`src/rtl/cordic_req_sched.sv`:
```
`default_nettype none
`timescale 1ns/1ps
// +--------------------------------------------------------------------------+
// | cordic_req_sched                                                         |
// | Round-robin issue of requester ops into the shared CORDIC pipeline, with |
// | an id/select tag pipe that routes each tail result back to its owner.    |
// | Optional: CORDIC_SCHED_STATS_EN adds per-requester accept counters.      |
// | Rev 1.0                                                                  |
// +--------------------------------------------------------------------------+
module cordic_req_sched #(
    parameter int N_REQ    = 4,
    parameter int ID_W     = 2,
    parameter int PIPE_LAT = 18
) (
    input  logic                  clk,
    input  logic                  rst_n,
    input  logic [N_REQ-1:0]      req_valid,
    output logic [N_REQ-1:0]      req_ready,
    input  logic [16*N_REQ-1:0]   req_angle,
    input  logic [16*N_REQ-1:0]   req_another,
    input  logic [4*N_REQ-1:0]    req_select,
    input  logic                  hold,
    output logic                  cordic_valid,
    output logic [15:0]           cordic_angle,
    output logic [15:0]           cordic_another,
    output logic [3:0]            cordic_select,
    input  logic                  res_valid_in,
    input  logic [31:0]           res_x,
    input  logic [31:0]           res_y,
    input  logic [31:0]           res_angle,
    output logic [N_REQ-1:0]      rsp_valid,
    output logic [31:0]           rsp_x,
    output logic [31:0]           rsp_y,
    output logic [31:0]           rsp_angle,
    output logic [3:0]            rsp_select,
    output logic                  busy,
`ifdef CORDIC_SCHED_STATS_EN
    output logic [16*N_REQ-1:0]   stat_cnt,
`endif
    output logic                  err_orphan
);

    localparam int MASK_W = $clog2(PIPE_LAT + 1);
    localparam logic [MASK_W-1:0] c_mask_init = MASK_W'(PIPE_LAT);

    logic [ID_W-1:0]   r_ptr;
    logic              r_cv;
    logic [15:0]       r_ca;
    logic [15:0]       r_co;
    logic [3:0]        r_cs;

    logic [PIPE_LAT-1:0] r_tag_v;
    logic [ID_W-1:0]     r_tag_id  [PIPE_LAT];
    logic [3:0]          r_tag_sel [PIPE_LAT];
    logic                r_tail_v;
    logic [ID_W-1:0]     r_tail_id;
    logic [3:0]          r_tail_sel;

    logic [N_REQ-1:0]  r_rsp_valid;
    logic [31:0]       r_rx;
    logic [31:0]       r_ry;
    logic [31:0]       r_ra;
    logic [3:0]        r_rs;
    logic              r_err;
    logic [MASK_W-1:0] r_mask;

    logic              w_found;
    logic [ID_W-1:0]   w_gid;
    int                w_idx;
    logic              w_accept;
    logic [ID_W-1:0]   w_ptr_nxt;
    logic              w_ret;
    logic              w_orphan;

    // Round-robin search starting at the pointer, wrapping at N_REQ.
    always_comb begin
        w_found = 1'b0;
        w_gid   = '0;
        w_idx   = 0;
        for (int k = 0; k < N_REQ; k++) begin
            w_idx = int'(r_ptr) + k;
            if (w_idx >= N_REQ) begin
                w_idx = w_idx - N_REQ;
            end
            if (!w_found && req_valid[w_idx]) begin
                w_found = 1'b1;
                w_gid   = ID_W'(w_idx);
            end
        end
    end

    assign w_accept  = w_found & ~hold & rst_n;
    assign w_ptr_nxt = (int'(w_gid) == N_REQ - 1) ? '0 : w_gid + ID_W'(1);

    always_comb begin
        req_ready = '0;
        if (w_accept) begin
            req_ready[w_gid] = 1'b1;
        end
    end

    always_ff @(posedge clk or negedge rst_n) begin
        if (!rst_n) begin
            r_ptr <= '0;
            r_cv  <= 1'b0;
            r_ca  <= '0;
            r_co  <= '0;
            r_cs  <= '0;
        end else begin
            r_cv <= w_accept;
            if (w_accept) begin
                r_ptr <= w_ptr_nxt;
                r_ca  <= req_angle[16*w_gid +: 16];
                r_co  <= req_another[16*w_gid +: 16];
                r_cs  <= req_select[4*w_gid +: 4];
            end
        end
    end

    // The extra tail stage lines the tag up with the cycle res_valid_in arrives.
    always_ff @(posedge clk or negedge rst_n) begin
        if (!rst_n) begin
            r_tag_v    <= '0;
            r_tail_v   <= 1'b0;
            r_tail_id  <= '0;
            r_tail_sel <= '0;
            for (int k = 0; k < PIPE_LAT; k++) begin
                r_tag_id[k]  <= '0;
                r_tag_sel[k] <= '0;
            end
        end else begin
            r_tag_v[0]   <= w_accept;
            r_tag_id[0]  <= w_gid;
            r_tag_sel[0] <= req_select[4*w_gid +: 4];
            for (int k = 1; k < PIPE_LAT; k++) begin
                r_tag_v[k]   <= r_tag_v[k-1];
                r_tag_id[k]  <= r_tag_id[k-1];
                r_tag_sel[k] <= r_tag_sel[k-1];
            end
            r_tail_v   <= r_tag_v[PIPE_LAT-1];
            r_tail_id  <= r_tag_id[PIPE_LAT-1];
            r_tail_sel <= r_tag_sel[PIPE_LAT-1];
        end
    end

    assign w_ret    = res_valid_in & r_tail_v;
    assign w_orphan = (res_valid_in ^ r_tail_v) & (r_mask == '0);

    // Mask covers stale results still draining from the unreset pipeline.
    always_ff @(posedge clk or negedge rst_n) begin
        if (!rst_n) begin
            r_rsp_valid <= '0;
            r_rx        <= '0;
            r_ry        <= '0;
            r_ra        <= '0;
            r_rs        <= '0;
            r_err       <= 1'b0;
            r_mask      <= c_mask_init;
        end else begin
            r_rsp_valid <= w_ret ? (N_REQ'(1) << r_tail_id) : '0;
            if (w_ret) begin
                r_rx <= res_x;
                r_ry <= res_y;
                r_ra <= res_angle;
                r_rs <= r_tail_sel;
            end
            if (w_orphan) begin
                r_err <= 1'b1;
            end
            if (r_mask != '0) begin
                r_mask <= r_mask - MASK_W'(1);
            end
        end
    end

`ifdef CORDIC_SCHED_STATS_EN
    generate
        for (genvar gi = 0; gi < N_REQ; gi++) begin : g_stat
            logic [15:0] r_cnt;
            always_ff @(posedge clk or negedge rst_n) begin
                if (!rst_n) begin
                    r_cnt <= '0;
                end else if (w_accept && (w_gid == ID_W'(gi)) && (r_cnt != 16'hFFFF)) begin
                    r_cnt <= r_cnt + 16'd1;
                end
            end
            assign stat_cnt[16*gi +: 16] = r_cnt;
        end
    endgenerate
`endif

    assign cordic_valid   = r_cv;
    assign cordic_angle   = r_ca;
    assign cordic_another = r_co;
    assign cordic_select  = r_cs;
    assign rsp_valid      = r_rsp_valid;
    assign rsp_x          = r_rx;
    assign rsp_y          = r_ry;
    assign rsp_angle      = r_ra;
    assign rsp_select     = r_rs;
    assign busy           = (|r_tag_v) | r_tail_v;
    assign err_orphan     = r_err;

endmodule
`default_nettype wire

```
`config.mk`:
```
export PLATFORM = sky130hd
export DESIGN_NAME = cordic_req_sched
export DESIGN_NICKNAME = d
export VERILOG_FILES = /design/src/rtl/cordic_req_sched.sv
export SDC_FILE = /design/constraint.sdc
export NUM_CORES = 1
export LEC_CHECK = 0
export CORE_MARGIN = 2
export CORE_UTILIZATION = 25
export DETAILED_ROUTE_END_ITERATION = 10
export GPL_TIMING_DRIVEN = 0
export MAX_ROUTING_LAYER = met4
export PLACE_DENSITY = 0.49
export SYNTH_ARGS = -nofsm -noshare
export SYNTH_HDL_FRONTEND = slang
export SYNTH_SLANG_ARGS = --single-unit
```
`constraint.sdc`:
```
create_clock -name clk -period 4.5 [get_ports clk]
set_input_delay 0.675 -clock clk [delete_from_list [all_inputs] [get_ports clk]]
set_output_delay 0.675 -clock clk [all_outputs]
set_load 0.005 [all_outputs]
```
==> impl_metrics.env <==
export IMPL_synth_warnings=0
export IMPL_cp_max_fo=10
export IMPL_min_path_type="in -> async"
export IMPL_fmax_mhz=267
export IMPL_arrival_ns=3.07
export IMPL_slew_violations=0
export IMPL_dp_slack_ns=0.762
export IMPL_seq_area_frac_synth_pct=70.5
export IMPL_rows=73
export IMPL_ys_ff_latch=281
export IMPL_power_mw=8.12
export IMPL_area_delta_synth_final_pct=58.2
export IMPL_fin_crit_sh_pct=83.1
export IMPL_drt_iter0_drc=252
export IMPL_synthTopCellsByCount="279 x dfrtp_1, 100 x mux2_2, 65 x nand3_1"
export IMPL_outcome="completed"
export IMPL_vias=7175
export IMPL_yosysMostFrequentCell="dfrtp_1"
export IMPL_peakVddDrop_uv=195
export IMPL_maxCapViolCount=0
export IMPL_avgRoutedWirePerCell_um=17.6
export IMPL_cp_start_kind="input port"
export IMPL_clkPwrFrac_pct=34.2
export IMPL_synthCells=673
export IMPL_die_w_um=204
export IMPL_r2r_cells=5
export IMPL_cts_tree="done"
export IMPL_p_per_area_mw_per_mm2=515
export IMPL_postCtsResizedCells=0
export IMPL_p_seq_share_pct=42.9
export IMPL_internal_power_mw=6.03
export IMPL_clkLatencyLatePin_ns=0.52
export IMPL_synthesis_area_mm2=0.00997
export IMPL_fin_skew_ns=0.0279
export IMPL_setup_viol=0
export IMPL_antennaDiodeCount=0
export IMPL_min_period_ns=3.74
export IMPL_cts_sinks=281
export IMPL_place_hpwl_mm=22.1
export IMPL_combPwrFrac_pct=22.9
export IMPL_fin_util_pct=39.9
export IMPL_synth_cell_types=43
export IMPL_rsz0062_at_grt="no"
export IMPL_synth_enable_flop_cells=0
export IMPL_die_h_um=204
export IMPL_clock_tree_buffer_depth=3
export IMPL_die_area_mm2=0.0415
export IMPL_cp_data_required_time_ns=3.83
export IMPL_htreeDepth=2
export IMPL_fin_nets=1357
export IMPL_initial_utilization_pct=25.2
export IMPL_fin_cells=1652
export IMPL_grt_max_degree=104
export IMPL_core_mm2=0.0395
export IMPL_async_reset_ff_share_pct=100
export IMPL_synth_area_leaders="dfrtp_1 70%, mux2_2 11%, nand3_1 3.3%, a221oi_1 2.8%, a31oi_1 2.1%"
export IMPL_end_kind="output pin"
export IMPL_postLayoutSetupSlackWorst_ns=0.758
export IMPL_finalHoldViolCount=0
export IMPL_drcViolationCount=0
export IMPL_cts_setup_buffers=0
export IMPL_io_buffers=394
export IMPL_critPathKind="in -> out"
export IMPL_synth_area_leader_cell="dfrtp_1"
export IMPL_dp_cells=1594
export IMPL_vias_per_cell=4.34
export IMPL_syn_nets=925
export IMPL_grt_overflow=0
export IMPL_cts_buffers=34
export IMPL_grt_pass1_wl_mm=44.7
export IMPL_ant_nets=0
export IMPL_tightest_slew_ns=1.03
export IMPL_synthFlopType="dfrtp_1"
export IMPL_routabilityCongestion=0.909
export IMPL_antenna_found_initial=0
export IMPL_synth_area_per_cell_um2=14.8
export IMPL_drt_total_wl_mm=29.2
export IMPL_switchingPower_mw=2.09
export IMPL_synth_top_area_share_pct=70.0
export IMPL_path_clk_slew_ns=0.06
export IMPL_cts_root_buf="clkbuf_16"
export IMPL_relSlewSlack_pct=30.1
export IMPL_grt_pass1_vias=7821
export IMPL_pin_count=395
export IMPL_p_leak_nw=6.51
export IMPL_holdBufCountCts=0
export IMPL_grt_usage_pct=14.3
export IMPL_first_pass_iters=4
export IMPL_drive_above_1_share_pct=17.2
export IMPL_p_sw_share_pct=25.8
[per-layer routing]
| layer | up-vias | routed length, µm | track usage, % |
|---|---|---|---|
| met5 | - | 0 | - |
| met2 | 362 | 13700 | 23.4 |
| met4 | 0 | 994 | 5.29 |
| met3 | 56 | 3230 | 5.24 |
| met1 | 3469 | 11300 | 16.1 |
| li1 | 3288 | - | - |
[final timing paths]
kind / to / slack [ns] / start
max in group asynchronous: rsp_y[6]$_DFFE_PN0P_ / 3.26 / rst_n
setup / recovery: req_ready[3] / 0.76 / req_valid[3]
min in group clk: r_tag_sel[5]$_DFF_PN0_ / 0.34 / r_tag_sel[9]$_DFF_PN0_
setup reg to reg: rsp_x[27]$_DFFE_PN0P_ / 2.23 / r_tail_v$_DFF_PN0_
hold reg to reg: r_tag_sel[5]$_DFF_PN0_ / 0.34 / r_tag_sel[9]$_DFF_PN0_
hold / removal: rsp_angle[8]$_DFFE_PN0P_ / 0.18 / rst_n
[sequential cells by signal, indices dropped and copies added (netlist names)]
signal,flops
rsp_x,32
r_tag_v,18
rsp_y,32
r_tail_sel,4
rsp_valid,4
rsp_select,4
r_mask,5
cordic_another,16
rsp_angle,32
r_tail_id,2
r_tail_v,1
cordic_angle,16
cordic_select,4
err_orphan,1
r_tag_sel,72
r_tag_id,36
r_ptr,2
[worst max-delay path, stage by stage]
cell,delay (ns)
clkdlybuf4s50_1,0.58
mux2i_1,0.11
a22o_1,0.21
or2_1,0.27
clkinv_2,0.13
buf_4,0.21
ha_1,0.19
and2_1,0.16
clkdlybuf4s50_1,0.51
[power by group through the flow]
stage	logic, mW	clock network (mW)	registers (mW)
2_1_floorplan	0.690	0	3.51
3_3_place_gp	1.89	0	3.52
3_5_place_dp	1.89	0	3.53
4_1_cts	1.89	2.90	3.50
5_1_grt	2.02	3.02	3.57
6_report	1.86	2.78	3.48
[cell type report]
type / instances / area, µm²
fillers: 3774 / 23800
flip-flops and latches: 281 / 7030
repair buffers: 396 / 4000
multi-input cells: 342 / 2660
clock buffers: 44 / 938
well taps: 525 / 657
plain buffers: 43 / 255
clock inverters: 14 / 210
inverters: 7 / 27.5
[per-stage QoR]
stage	setup TNS, ns	instance area [µm²]	hold slack (ns)
final	0	15800	0.179
after global routing	0	15800	0.238
after CTS	0	15800	0.214
after detailed placement	0	14600	0.335
after global placement	-3096.81	14600	0.332
after floorplan	0	9970	0.331
[logic make-up (layout without fill, tap and decap cells)]
family          after synthesis  after routing  share of synthesized area [%]
mux                         114            114                           12.7
xor+xnor                      3              3                          0.263
flops                       281            281                           70.5
simple gates                139            139                           7.06
compound gates               82             82                           6.12
fa+ha+maj                     4              4                          0.502
buf+inv                      50            504                           2.83
[cell usage in the layout (no fill, tap or decap), types with 3 or more instances in the layout]
cell,count
buf_2,15
mux2i_1,14
buf_6,5
ha_1,4
buf_4,10
clkdlybuf4s50_1,393
a221oi_1,32
buf_1,4
clkbuf_1,14
clkinv_2,5
nand2_1,10
dfrtp_1,279
clkbuf_16,34
o21ai_0,4
o221ai_1,4
bufinv_16,4
inv_1,5
clkbuf_8,5
xnor2_1,3
nand3_1,65
a31oi_1,34
nor2_1,39
mux2_2,100
nor4_1,4
clkinvlp_4,3
Power figures use the tool's default switching activity.
